$ cat src/rtl/axi_port_slice.sv
// rtl/axi_port_slice.sv - five-channel AXI register slice built from two-entry skid buffers
//
// axi_port_slice_skid: one channel's two-entry skid buffer.
//   clk, reset         clock, synchronous active-low reset
//   in_valid/in_ready  source handshake; in_ready comes straight from a flop
//   in_payload         source payload, captured as-is
//   out_valid/out_ready sink handshake; out_valid comes straight from a flop
//   out_payload        oldest buffered entry (head register)
//   empty_next         buffer will be empty after this edge (feeds the registered idle)
//
// axi_port_slice: AW, W, AR forwarded S_ -> M_; B, R returned M_ -> S_.
//   idle               registered; high when all five buffers are empty

module axi_port_slice_skid #(
    parameter int WIDTH = 8
) (
    input  logic             clk,
    input  logic             reset,
    input  logic             in_valid,
    output logic             in_ready,
    input  logic [WIDTH-1:0] in_payload,
    output logic             out_valid,
    input  logic             out_ready,
    output logic [WIDTH-1:0] out_payload,
    output logic             empty_next
);

    typedef enum logic [1:0] {
        EMPTY = 2'd0,
        ONE   = 2'd1,
        FULL  = 2'd2
    } count_e;

    count_e             count_q, count_d;
    logic [WIDTH-1:0]   head_q, head_d;
    logic [WIDTH-1:0]   tail_q, tail_d;
    logic               valid_q, valid_d;
    logic               ready_q, ready_d;
    logic               push;
    logic               pop;

    // Handshakes use the registered valid/ready, so nothing on the
    // source side reaches the sink side combinationally and vice versa.
    assign push        = in_valid & ready_q;
    assign pop         = valid_q & out_ready;
    assign in_ready    = ready_q;
    assign out_valid   = valid_q;
    assign out_payload = head_q;

    always_comb begin
        count_d = count_q;
        head_d  = head_q;
        tail_d  = tail_q;
        case (count_q)
            EMPTY: begin
                if (push) begin
                    count_d = ONE;
                    head_d  = in_payload;
                end
            end
            ONE: begin
                if (push && !pop) begin
                    count_d = FULL;
                    tail_d  = in_payload;
                end else if (push && pop) begin
                    head_d  = in_payload;
                end else if (pop) begin
                    count_d = EMPTY;
                end
            end
            FULL: begin
                // in_ready is low here, so only a pop can happen.
                if (pop) begin
                    count_d = ONE;
                    head_d  = tail_q;
                end
            end
            default: begin
                count_d = EMPTY;
            end
        endcase
        valid_d    = (count_d != EMPTY);
        ready_d    = (count_d != FULL);
        empty_next = (count_d == EMPTY);
    end

    always_ff @(posedge clk) begin
        if (!reset) begin
            count_q <= EMPTY;
            valid_q <= 1'b0;
            ready_q <= 1'b1;
        end else begin
            count_q <= count_d;
            valid_q <= valid_d;
            ready_q <= ready_d;
        end
    end

    // Payload holds are don't-care while empty, so they carry no reset.
    always_ff @(posedge clk) begin
        head_q <= head_d;
        tail_q <= tail_d;
    end

endmodule

module axi_port_slice #(
    parameter int ADDR_BITS = 32,
    parameter int DATA_BITS = 64,
    parameter int ID_BITS   = 4,
    parameter int LEN_BITS  = 4,
    parameter int SIZE_BITS = 2
) (
    input  logic                   clk,
    input  logic                   reset,

    input  logic                   S_AWVALID,
    output logic                   S_AWREADY,
    input  logic [ID_BITS-1:0]     S_AWID,
    input  logic [ADDR_BITS-1:0]   S_AWADDR,
    input  logic [LEN_BITS-1:0]    S_AWLEN,
    input  logic [SIZE_BITS-1:0]   S_AWSIZE,
    output logic                   M_AWVALID,
    input  logic                   M_AWREADY,
    output logic [ID_BITS-1:0]     M_AWID,
    output logic [ADDR_BITS-1:0]   M_AWADDR,
    output logic [LEN_BITS-1:0]    M_AWLEN,
    output logic [SIZE_BITS-1:0]   M_AWSIZE,

    input  logic                   S_WVALID,
    output logic                   S_WREADY,
    input  logic [ID_BITS-1:0]     S_WID,
    input  logic [DATA_BITS-1:0]   S_WDATA,
    input  logic [DATA_BITS/8-1:0] S_WSTRB,
    input  logic                   S_WLAST,
    output logic                   M_WVALID,
    input  logic                   M_WREADY,
    output logic [ID_BITS-1:0]     M_WID,
    output logic [DATA_BITS-1:0]   M_WDATA,
    output logic [DATA_BITS/8-1:0] M_WSTRB,
    output logic                   M_WLAST,

    input  logic                   S_ARVALID,
    output logic                   S_ARREADY,
    input  logic [ID_BITS-1:0]     S_ARID,
    input  logic [ADDR_BITS-1:0]   S_ARADDR,
    input  logic [LEN_BITS-1:0]    S_ARLEN,
    input  logic [SIZE_BITS-1:0]   S_ARSIZE,
    output logic                   M_ARVALID,
    input  logic                   M_ARREADY,
    output logic [ID_BITS-1:0]     M_ARID,
    output logic [ADDR_BITS-1:0]   M_ARADDR,
    output logic [LEN_BITS-1:0]    M_ARLEN,
    output logic [SIZE_BITS-1:0]   M_ARSIZE,

    input  logic                   M_BVALID,
    output logic                   M_BREADY,
    input  logic [ID_BITS-1:0]     M_BID,
    input  logic [1:0]             M_BRESP,
    output logic                   S_BVALID,
    input  logic                   S_BREADY,
    output logic [ID_BITS-1:0]     S_BID,
    output logic [1:0]             S_BRESP,

    input  logic                   M_RVALID,
    output logic                   M_RREADY,
    input  logic [ID_BITS-1:0]     M_RID,
    input  logic [DATA_BITS-1:0]   M_RDATA,
    input  logic [1:0]             M_RRESP,
    input  logic                   M_RLAST,
    output logic                   S_RVALID,
    input  logic                   S_RREADY,
    output logic [ID_BITS-1:0]     S_RID,
    output logic [DATA_BITS-1:0]   S_RDATA,
    output logic [1:0]             S_RRESP,
    output logic                   S_RLAST,

    output logic                   idle
);

    localparam int AX_W = ID_BITS + ADDR_BITS + LEN_BITS + SIZE_BITS;
    localparam int W_W  = ID_BITS + DATA_BITS + DATA_BITS / 8 + 1;
    localparam int B_W  = ID_BITS + 2;
    localparam int R_W  = ID_BITS + DATA_BITS + 2 + 1;

    logic aw_empty, w_empty, ar_empty, b_empty, r_empty;
    logic idle_q, idle_d;

    axi_port_slice_skid #(.WIDTH(AX_W)) u_aw (
        .clk         (clk),
        .reset       (reset),
        .in_valid    (S_AWVALID),
        .in_ready    (S_AWREADY),
        .in_payload  ({S_AWID, S_AWADDR, S_AWLEN, S_AWSIZE}),
        .out_valid   (M_AWVALID),
        .out_ready   (M_AWREADY),
        .out_payload ({M_AWID, M_AWADDR, M_AWLEN, M_AWSIZE}),
        .empty_next  (aw_empty)
    );

    axi_port_slice_skid #(.WIDTH(W_W)) u_w (
        .clk         (clk),
        .reset       (reset),
        .in_valid    (S_WVALID),
        .in_ready    (S_WREADY),
        .in_payload  ({S_WID, S_WDATA, S_WSTRB, S_WLAST}),
        .out_valid   (M_WVALID),
        .out_ready   (M_WREADY),
        .out_payload ({M_WID, M_WDATA, M_WSTRB, M_WLAST}),
        .empty_next  (w_empty)
    );

    axi_port_slice_skid #(.WIDTH(AX_W)) u_ar (
        .clk         (clk),
        .reset       (reset),
        .in_valid    (S_ARVALID),
        .in_ready    (S_ARREADY),
        .in_payload  ({S_ARID, S_ARADDR, S_ARLEN, S_ARSIZE}),
        .out_valid   (M_ARVALID),
        .out_ready   (M_ARREADY),
        .out_payload ({M_ARID, M_ARADDR, M_ARLEN, M_ARSIZE}),
        .empty_next  (ar_empty)
    );

    axi_port_slice_skid #(.WIDTH(B_W)) u_b (
        .clk         (clk),
        .reset       (reset),
        .in_valid    (M_BVALID),
        .in_ready    (M_BREADY),
        .in_payload  ({M_BID, M_BRESP}),
        .out_valid   (S_BVALID),
        .out_ready   (S_BREADY),
        .out_payload ({S_BID, S_BRESP}),
        .empty_next  (b_empty)
    );

    axi_port_slice_skid #(.WIDTH(R_W)) u_r (
        .clk         (clk),
        .reset       (reset),
        .in_valid    (M_RVALID),
        .in_ready    (M_RREADY),
        .in_payload  ({M_RID, M_RDATA, M_RRESP, M_RLAST}),
        .out_valid   (S_RVALID),
        .out_ready   (S_RREADY),
        .out_payload ({S_RID, S_RDATA, S_RRESP, S_RLAST}),
        .empty_next  (r_empty)
    );

    // Built from next-state emptiness so the registered idle lines up
    // with the buffer counts of the same cycle.
    always_comb begin
        idle_d = aw_empty & w_empty & ar_empty & b_empty & r_empty;
    end

    always_ff @(posedge clk) begin
        if (!reset) begin
            idle_q <= 1'b1;
        end else begin
            idle_q <= idle_d;
        end
    end

    assign idle = idle_q;

endmodule

$ cat config.mk
export PLATFORM = sky130hd
export DESIGN_NAME = axi_port_slice
export DESIGN_NICKNAME = d
export VERILOG_FILES = /design/src/rtl/axi_port_slice.sv
export SDC_FILE = /design/constraint.sdc
export NUM_CORES = 1
export LEC_CHECK = 0
export BUFFER_PORTS_ARGS = -buffer_cell sky130_fd_sc_hd__buf_2
export CAP_MARGIN = 30
export CORE_MARGIN = 2
export CORE_UTILIZATION = 40
export DETAILED_ROUTE_END_ITERATION = 10
export HOLD_SLACK_MARGIN = 0.1
export PLACE_DENSITY = 0.66
export SLEW_MARGIN = 20
export SYNTH_ARGS = -nofsm -noshare
export SYNTH_HDL_FRONTEND = slang
export SYNTH_SLANG_ARGS = --single-unit
$ cat constraint.sdc
create_clock -name clk -period 12.8 [get_ports clk]
set_clock_uncertainty 0.05 [all_clocks]
set_input_delay 1.28 -clock clk [delete_from_list [all_inputs] [get_ports clk]]
set_output_delay 1.28 -clock clk [all_outputs]
set_load 0.05 [all_outputs]
==> impl_results.md, run 1 <==
- Clk slew on worst S/H paths: around 0.06 ns
- Hpwl dp: 28000 um
- Clk sinks: between 400 and 500
- DR vias/cell: 4.655
- Status: finished clean
- Hold endpoint: u_r.out_payload[15]
- Clk network pwr share: between 30 and 40%
- Seq pwr share: 48.7%
- CP Depth: 1
- VDD IR max: ~0.11 mV
- Cell Pwr Density: 179.1 nW/um2
- Core Area: 44410 um2
- Total die area: about 47000 um2
- Pint: 0.002948 W
- DRC violations left: 0
- Starting Density: between 40% and 50%
- Min-delay src: u_r.tail_q[15]
- Slew HR: 36.17%
- Via count: around 11000
- Crit. End Element: primary output
- Worst skew pair latency: roughly 0.57 ns
- Cell area after synthesis: approximately 18000 um2
- Buffers on Ports: approximately 500
- Syn Nets: around 1400
- Tmin final: 2.638 ns
- Total CTS buffers: 50
- CTS tree: built
- Switch Pwr: 0.001184 W
- Layout cell share with drive strength beyond 1: between 30% and 40%
- Total track usage: 17.04%
- Number of synthesized register bits: 497
- Final hold viol count: 0
- Final setup TNS: 0 ns
- Gp weighted congestion: 0.7876
- CP Cell Sequence: buf_2
- Vias in the first global route: ~11000
- Leak: about 9.4 nW
- Unique masters post-synth: 36
- Overflow after GRT: 0
- Max Root-Sink Buffers: 3
- Comb pwr share: 17.2%
- CP arrival: ~1.3 ns
- Worst hold path class: reg -> reg
- Initial DRC count: between 800 and 900
- Syn. warnings: 0
- CTS Root Cell: clkbuf_16
- IO Pins: about 500
- Rows: 77
- Final nets: 1939
- CP Max Fanout: 5
- Reg-to-Reg End: idle
- Slew Viols, Final: 0
- Crit-path leading delay family: flip-flops
- RSZ-0062 raised after global routing: false
- Critical path launch point type: register
- Mapped Cells: 1168
- Crit Reg-Reg Startpoint: u_r.count_q[0]
- Final ANT Viol Nets: 0
- Postcts setup bufs: 0
- Max-cap viol count: 0
- Async set-or-reset flop fraction in the synthesized netlist: 0%
- Slew of the pin with the lowest slew margin: ~0.96 ns
- First-pass GRT wire length: roughly 60000 um
- Fmax: around 380 MHz
- Sw frac: roughly 29%
- Sequential-to-total area share from yosys stat: 81.36%
- Avg Synthesized Cell Area: between 15 and 20 um2
- Cells after DPL: between 2000 and 2500
- Worst path bufs/invs: 1
- Post_cts resized: 0
- Initial antenna violation count: 9
- Die width: 216.6 um
- DRT Wirelength: around 41000 um
- H-tree Lvls: 2
- Worst-path cell with the longest stage delay: dfxtp_1
- Drt first pass iters: 5
- Largest net degree at the start of global routing: 79
- Avg WL per Cell: around 18 um
- Main synth FF type: edfxtp_1
- Hold Path Cell Cnt: 2
- Final Cycle Share: 20.61%
- Hold buffers post-CTS: 0
- Die Y: approximately 220 um
- Reg2Reg Setup Slack: between 10 and 15 ns
- Number of synthesized flops with an enable pin: between 400 and 500
- Critical Path Max Stage Delay: a little over 0.4 ns
- Required @ worst endpoint: between 10 and 15 ns
- Final setup viols: 0
- Area growth syn-to-layout: 27.55%
- Register-to-Register Path Depth: 6
- Fin cells: between 2000 and 2500
- Worst setup path class: reg -> out
## flip-flops by register name, summed over array words and instances, names as in the netlist, 6 cells and up
register,cells
u_b.tail_q,6
u_ar.out_payload,42
u_aw.tail_q,42
u_r.out_payload,71
u_b.out_payload,6
u_w.tail_q,77
u_ar.tail_q,42
u_r.tail_q,71
u_aw.out_payload,42
u_w.out_payload,77
## stage by stage
stage | worst slack (ns) | utilization [%] | hold slack (ns) | total power, W | instance area [um2]
global placement | 9.639 | 47.88 | 0.4370 | 0.002746 | 21270
floorplan | 3.201 | - | 0.4336 | 0.002555 | 18080
finish | 10.16 | 51.94 | 0.4520 | 0.004131 | 23070
detailed placement | 9.599 | 48.14 | 0.4425 | 0.002763 | 21380
CTS | 10.12 | 51.72 | 0.4573 | 0.004177 | 22970
global route | 10.10 | 51.93 | 0.4715 | 0.004279 | 23060
## metal layers
| layer | track usage, % | up-vias | wire length [um] |
|---|---|---|---|
| li1 | - | 5202 | - |
| met1 | 20.75 | 5182 | 16460 |
| met2 | 28.22 | 371 | 20140 |
| met3 | 6.232 | 72 | 3477 |
| met4 | 5.525 | 6 | 955 |
| met5 | 0 | - | 31 |
## worst register-to-register path, stage by stage (launching register included)
cell      delay [ns]
dfxtp_1         0.41
inv_1           0.10
nand2_2         0.11
buf_4           0.60
o211ai_1        0.30
or3_1           0.38
o41ai_2         0.18
## power by group through the flow
stage	Clock [W]	Sequential (W)	Combinational [W]
4_1_cts	0.00145	0.00202	0.000716
6_report	0.00141	0.00201	0.000712
3_5_place_dp	0	0.00205	0.000715
2_1_floorplan	0	0.00240	0.000154
3_3_place_gp	0	0.00205	0.000697
5_1_grt	0.00150	0.00203	0.000755
## cell type report
type	count	area, um2
fill	3747	21350
timing repair buffer	514	2743
inverter	10	37.54
clock buffer	70	1430
sequential	497	14710
clock inverter	22	158.9
antenna	6	15.01
tap	592	740.7
multi-input combinational	616	3228
## cells by family (layout without fill, tap and decap cells)
kind of cell / Yosys count / in the layout / synth area share (%)
other: 0 / 6 / 0
muxes: 90 / 90 / 5.604
and+or+nand+nor: 504 / 504 / 11.05
buffers and inverters: 55 / 616 / 1.148
AOI/OAI and AO/OA: 22 / 22 / 0.8372
DFF: 497 / 497 / 81.36
## worst max-delay path by stage
| stage | to | from | slack [ns] |
|---|---|---|---|
| detailed placement | u_r.out_payload[35] | S_RREADY | 9.60 |
| finish | M_AWVALID | u_aw.out_valid | 10.16 |
| global placement | u_w.out_payload[41] | S_WVALID | 9.64 |
| floorplan | u_r.tail_q[0] | S_RREADY | 3.20 |
| CTS | M_AWVALID | u_aw.out_valid | 10.12 |
| global route | M_AWVALID | u_aw.out_valid | 10.10 |
## Yosys cell counts (all sizes together), types with 2 or more instances
master | count | area [um2]
nand2b | 5 | 31.28
a21oi | 6 | 30.03
or3 | 4 | 25.02
and2 | 6 | 38.79
edfxtp | 476 | 14290
inv | 10 | 37.54
clkbuf | 38 | 142.6
nor2b | 3 | 18.77
nand4b | 3 | 26.28
dfxtp | 21 | 420.4
or2 | 2 | 12.52
nand2 | 463 | 1738
o21ai | 3 | 15.01
nor3 | 2 | 10.01
o21bai | 2 | 15.01
a21o | 4 | 30.03
nand3 | 7 | 35.03
and3 | 2 | 18.77
buf | 7 | 27.52
nor2 | 3 | 11.26
mux2 | 90 | 1013
## cells in the final DEF, fill, tap and decap left out, types with 5 or more instances in the layout
cell type  netlist  routed
buf_4            0       8
buf_2            1     498
nand3_1          7       7
clkbuf_1        38      13
nand2_1        463     460
clkbuf_16        0      53
edfxtp_1       476     476
and2_1           5       5
inv_1           10      10
a21oi_1          6       6
dfxtp_1         21      21
clkinv_2         0       6
mux2_2          90      90
clkinv_1         0      10
diode_2          0       6
(Power assumes the default switching activity.)
==> run 2: changes to the inputs <==
- clock period: 12.8 -> 2.5 ns (I/O delays scaled with it)
==> impl_results.md, run 2 (synthesized netlist as in run 1, its figures left out) <==
- Status: finished clean
- Overflow after GRT: 0 (unchanged)
- Total track usage: 19.20% (+2.2 points)
- Critical path launch point type: register
- Largest net degree at the start of global routing: 78 (-1.3%)
- CP Cell Sequence: nor2b_4, buf_4, nand2_1, nand2_1
- RSZ-0062 raised after global routing: false
- Final nets: 2184 (+13%)
- Gp weighted congestion: 0.7947 (+0.90%)
- Area growth syn-to-layout: 41.28%
- Max-cap viol count: 0 (unchanged)
- Reg2Reg Setup Slack: 0.60 ns (-9.97 ns)
- Slew Viols, Final: 0 (unchanged)
- Critical Path Max Stage Delay: 0.66 ns (+0.25 ns)
- DRC violations left: 0 (unchanged)
- Worst skew pair latency: 0.59 ns (+0.02 ns)
- Tmin final: between 1.5 and 2 ns
- CTS tree: built
- Worst-path cell with the longest stage delay: buf_4
- Final setup viols: 0 (unchanged)
- Fillers: 3400 (-9.3%)
- Crit-path leading delay family: buffers and inverters
- Commonest non-fill, non-tap cell in the layout: buf_2
- Slew HR: 42.85% (+6.7 points)
- Clk slew on worst S/H paths: 0.06 ns (about the same)
- Required @ worst endpoint: 2.89 ns (-8.58 ns)
- Crit. End Element: register
- Initial DRC count: 1004 (+25%)
- Worst path bufs/invs: 1 (unchanged)
- Via count: 12025 (+11%)
- Avg WL per Cell: 18.03 um (+2.1%)
- Die Y: 216.6 um (unchanged)
- Post_cts resized: 0 (unchanged)
- Total CTS buffers: 52 (+4.0%)
- Final Cycle Share: 76.10%
- Vias in the first global route: 12614 (+15%)
- Placement Cell Area: 21520 um2 (+0.66%)
- First-pass GRT wire length: 70120 um (+14%)
- H-tree Lvls: 2 (unchanged)
- VDD IR max: 0.6978 mV (+510%)
- DRT Wirelength: 46310 um (+13%)
- Layout cell share with drive strength beyond 1: 35.62% (-4.3 points)
- Hpwl dp: 28790 um (+2.8%)
- Worst setup path class: reg -> reg
- Buffers on Ports: 498 (unchanged)
- CP Max Fanout: 77 (+72)
- Clk sinks: 497 (unchanged)
- Top cell by count, worst path: nand2_1
- Worst hold path class: in -> reg
- Final hold viol count: 0 (unchanged)
- Fmax: around 530 MHz
- Total die area: 46930 um2 (unchanged)
- CTS Root Cell: clkbuf_16
- DR vias/cell: 4.681 (+0.55%)
- Cell Pwr Density: 847.6 nW/um2 (+370%)
- Drt first pass iters: 5 (unchanged)
- Leak: 10.42 nW (+11%)
- Slew of the pin with the lowest slew margin: 0.8572 ns (-0.1002 ns)
- Starting Density: 40.72% (unchanged)
- Core Area: 44410 um2 (unchanged)
- Rows: 77 (unchanged)
- Final ANT Viol Nets: 0 (unchanged)
- Register area: 14730 um2 (about the same)
- Tot Pwr: 0.02166 W (+420%)
- Die width: 216.6 um (unchanged)
- Design area: 25550 um2 (+11%)
- Initial antenna violation count: 9 (unchanged)
- Commonest non-fill, non-tap cells in the layout: buf_2 (498), edfxtp_1 (476), nand2_1 (455), dlygate4sd3_1 (242), mux2_2 (90)
- Multi-input gate area: 3271 um2 (+1.3%)
- IO Pins: 499 (unchanged)
- Max Root-Sink Buffers: 3 (unchanged)
- CP arrival: 2.30 ns (+0.99 ns)
==> run 2: cell types whose count changed in the layout (fill, tap and decap cells not counted), moves of 2 or more <==
cell and change:
dlygate4sd3_1 +242, buf_12 +6, nand2_1 -5, buf_16 -4, dfxtp_1 -4, dfxtp_4 +3, inv_6 +3, nand2_4 +3
clkbuf_1 -2, nand2_2 +2
==> run 2: metrics by stage <==
step	worst slack (ns)	setup TNS, ns	util (%)	hold WS (ns)	std cells
final	0.5974	0	57.53	0.1424	2569
after global routing	0.3986	0	57.52	0.1577	2568
after CTS	0.5909	0	57.49	0.1065	2563
after detailed placement	0.6128	0	48.45	0.3905	2230
after global placement	0.6336	0	48.45	0.3880	2230
after floorplan	-0.8792	-131.61	-	0.2989	1168
==> run 2: final timing paths <==
path	cells past startpoint	start	endpoint
hold / removal	5	S_AWVALID	u_aw.count_q[0]
setup / recovery	4	u_w.count_q[1]	u_w.out_payload[5]
hold reg to reg	2	u_r.tail_q[32]	u_r.out_payload[32]
setup reg to reg	4	u_w.count_q[1]	u_w.out_payload[5]
==> run 2: routing by layer <==
layer	up-vias	wire length, um	track usage, %
li1	5689	-	-
met1	5771	17970	22.35
met2	451	23110	32.66
met3	106	3623	6.653
met4	8	1562	7.466
met5	-	47	0
==> run 2: worst reg2reg max path: stages (launching register included) <==
cell,delay [ns]
dfxtp_1,0.49
nor2b_4,0.23
buf_4,0.66
nand2_1,0.21
nand2_1,0.11
==> run 2: timing repair <==
action,in CTS,in global routing
endpoints found under the hold margin,496,0
hold buffers,242,0
buffers inserted,0,0
==> run 2: cell type report <==
class / count / share of cell area (%)
Multi-Input combinational cell: 616 / 12.80
Sequential cell: 497 / 57.64
Clock inverter: 23 / 0.6611
Tap cell: 592 / 2.899
Inverter: 10 / 0.1469
Clock buffer: 68 / 5.568
Timing Repair Buffer: 757 / 20.23
Antenna cell: 6 / 0.05877
==> run 2: report_power, final <==
part / total (W) / internal [W] / switching, W
clock network: 0.00731 / 0.00419 / 0.00312
logic: 0.00403 / 0.00107 / 0.00296
registers: 0.0103 / 0.0101 / 0.000228
total: 0.0217 / 0.0154 / 0.00630
==> run 3: changes to the inputs <==
- ABC_AREA: unset -> 1
- PLACE_DENSITY: 0.66 -> 0.68
- clock period: 2.5 -> 1.55 ns (I/O delays scaled with it)
==> impl_results.md, run 3 <==
- Status: finished clean
- Top-area cell type share of the netlist area: 78.61% (-0.43 points)
- Gp weighted congestion: 0.8657 (+8.9%)
- Leak: 10.50 nW (+0.72%)
- Largest net degree at the start of global routing: 72 (-7.7%)
- Hpwl dp: 29470 um (+2.3%)
- Layout cell share with drive strength beyond 1: 43.50% (+7.9 points)
- Commonest non-fill, non-tap cell in the layout: buf_2
- Final ANT Viol Nets: 0 (unchanged)
- Crit. End Element: primary output
- First-pass GRT wire length: 69480 um (-0.91%)
- Multi-input gate area: 3352 um2 (+2.5%)
- CP arrival: 1.29 ns (-1.01 ns)
- Overflow after GRT: 0 (unchanged)
- Design area: 26090 um2 (+2.1%)
- Core Area: 45090 um2 (+1.5%)
- Max Root-Sink Buffers: 3 (unchanged)
- Rows: 78 (+1.3%)
- Fmax: around 670 MHz
- DRC violations left: 0 (unchanged)
- Hold Path Cell Cnt: 2 (-3)
- Crit-path leading delay family: flip-flops
- Clk sinks: 497 (unchanged)
- Crit Reg-Reg Startpoint: u_w.count_q[0]
- Unique masters post-synth: 19 (-47%)
- Hold endpoint: u_aw.tail_q[20]
- Worst-path cell with the longest stage delay: edfxtp_1
- Vias in the first global route: 12260 (-2.8%)
- Die Y: 217.2 um (+0.27%)
- Main synth FF type: edfxtp_1
- CP Max Fanout: 1 (-99%)
- Via count: 11571 (-3.8%)
- Tot Pwr: 0.03630 W (+68%)
- Tmin final: approximately 1.5 ns
- Mapped Cells: 1042 (-11%)
- Number of synthesized register bits: 497 (unchanged)
- Post-synthesis mux area share: 10.59% (+5.0 points)
- Postcts setup bufs: 0 (unchanged)
- Worst setup path class: reg -> out
- Required @ worst endpoint: 1.34 ns (-1.55 ns)
- Critical Path Max Stage Delay: 0.42 ns (-0.24 ns)
- Post-Synth Adder-Cell Area: 0% (unchanged)
- Final setup viols: 0 (unchanged)
- Slew HR: 69.22% (+26 points)
- IO Pins: 499 (unchanged)
- Synth area leader: edfxtp_1
- Final nets: 2087 (-4.4%)
- Drt first pass iters: 5 (unchanged)
- Starting Density: 40.33% (-0.39 points)
- Total die area: 47180 um2 (+0.54%)
- Cell area after synthesis: 18180 um2 (+0.55%)
- Avg Synthesized Cell Area: 17.45 um2 (+13%)
- XOR/XNOR Fraction of Synth Area: 0% (unchanged)
- Register area: 14760 um2 (+0.20%)
- Clk slew on worst S/H paths: 0.06 ns (about the same)
- Critical path launch point type: register
- H-tree Lvls: 2 (unchanged)
- Synth Area in Simple Gates: 6.523% (-4.5 points)
- Async set-or-reset flop fraction in the synthesized netlist: 0% (unchanged)
- Register-to-Register Path Depth: 4 (unchanged)
- CTS Root Cell: clkbuf_16
- Initial DRC count: 903 (-10%)
- Area growth syn-to-layout: 43.49%
- VDD IR max: 1.053 mV (+51%)
- Cell Pwr Density: 1391 nW/um2 (+64%)
- Largest family of logic cells by synthesized area: multiplexers
- Reg-to-Reg End: u_w.out_payload[13]
- Worst skew pair latency: 0.57 ns (-0.02 ns)
- Final setup TNS: 0 ns (unchanged)
- Number of synthesized flops with an enable pin: 476 (unchanged)
- Buffers on Ports: 498 (unchanged)
- Initial antenna violation count: 2 (-7)
- Syn Nets: 1292 (-8.9%)
- Total track usage: 19.10% (-0.11 points)
- Die width: 217.2 um (+0.27%)
- RSZ-0062 raised after global routing: false
- Synth top area cells: edfxtp_1 (79%), mux2_2 (8.1%), nand2_1 (5.7%), mux2_4 (2.5%), dfxtp_1 (2.3%)
- Commonest non-fill, non-tap cells in the layout: buf_2 (497), edfxtp_1 (476), nand2_1 (261), dlygate4sd3_1 (249), mux2_2 (131)
- Worst hold path class: in -> reg
- Worst path bufs/invs: 1 (unchanged)
- Final hold viol count: 0 (unchanged)
- Min-delay src: S_AWADDR[14]
- Reg2Reg Setup Slack: 0.07 ns (-0.53 ns)
- Top-count cell post-synth: edfxtp_1
- Slew of the pin with the lowest slew margin: 0.4583 ns (-0.3990 ns)
- Placement Cell Area: 21930 um2 (+1.9%)
- CTS tree: built
- Sequential-to-total area share from yosys stat: 80.92% (-0.44 points)
- Max-cap viol count: 0 (unchanged)
- DRT Wirelength: 46230 um (-0.17%)
- Avg WL per Cell: 18.64 um (+3.4%)
- Fillers: 3394 (-0.18%)
- Synth top cells by count: edfxtp_1 (476), nand2_1 (276), mux2_2 (131), inv_1 (30), mux2_4 (30)
- DR vias/cell: 4.666 (-0.32%)
- Total CTS buffers: 51 (-1.9%)
- Syn. warnings: 0 (unchanged)
- Slew Viols, Final: 0 (unchanged)
- CP Cell Sequence: buf_2
- Synth Area in Compound Gates: 0.3716% (-0.47 points)
- Final Cycle Share: between 90% and 100%
run 3: through the flow:
step                instances  util (%)  hold WS, ns  setup slack, ns
finish                   2480     57.87       0.2509          0.05561
global route             2479     57.86       0.2311          0.01026
CTS                      2478     57.85       0.2062         0.007833
detailed placement       2135     48.65       0.2947          0.04451
global placement         2135     48.65       0.2947          0.08846
floorplan                1042         -       0.1738          -0.6442
run 3: layer usage:
layer / routed length (um) / vias up / track usage, %
met4: 1498 / 0 / 7.078
met5: 0 / - / 0
met1: 17800 / 5595 / 22.22
met2: 23450 / 474 / 33.45
met3: 3477 / 104 / 5.549
li1: - / 5398 / -
run 3: power by group:
group          internal [W]  leakage (nW)  switching (W)
logic               0.00203          5.08        0.00526
clock network       0.00716         0.798        0.00501
registers            0.0164          4.63       0.000414
run 3: logic make-up (layout without fill, tap and decap cells):
| kind of cell | count (synthesis) | after routing |
|---|---|---|
| flip-flops | 497 | 497 |
| AO/OA/AOI/OAI | 13 | 13 |
| other | 0 | 2 |
| multiplexers | 161 | 161 |
| AND/OR/NAND/NOR | 308 | 308 |
| buffers and inverters | 63 | 899 |
run 3: layout make-up:
class                   count  area share (%)
inverters                  32          0.5323
clock inverters            24          0.9783
clock buffers              70           5.366
flip-flops and latches    497           56.56
multi-input cells         482           12.85
repair buffers            773           20.82
well taps                 600           2.877
diodes                      2         0.01918
run 3: worst max-delay path by stage:
stage / from / to / slack, ns / cells after the start
after floorplan: u_w.in_ready / u_w.out_payload[0] / -0.64 / 4
final: u_w.out_payload[3] / M_WSTRB[2] / 0.06 / 1
after detailed placement: u_r.count_q[0] / u_r.tail_q[8] / 0.04 / 5
after global placement: u_r.count_q[0] / u_r.tail_q[8] / 0.09 / 5
after CTS: u_w.out_payload[11] / M_WDATA[2] / 0.008 / 1
after global routing: u_w.count_q[0] / u_w.out_payload[13] / 0.01 / 4
run 3: worst register-to-register path: cells and delay by family (launching register included):
family | cells | cell delay (ns)
buffers and inverters | 2 | 0.31
DFF | 1 | 0.37
muxes | 1 | 0.40
and+or+nand+nor | 1 | 0.10
run 3: timing repair:
action / in CTS / in global routing
resized for setup: 1 / 1
gates cloned: 0 / 0
hold endpoints to repair: 574 / 0
setup endpoints to repair: 1 / 21
hold buffers: 249 / 0
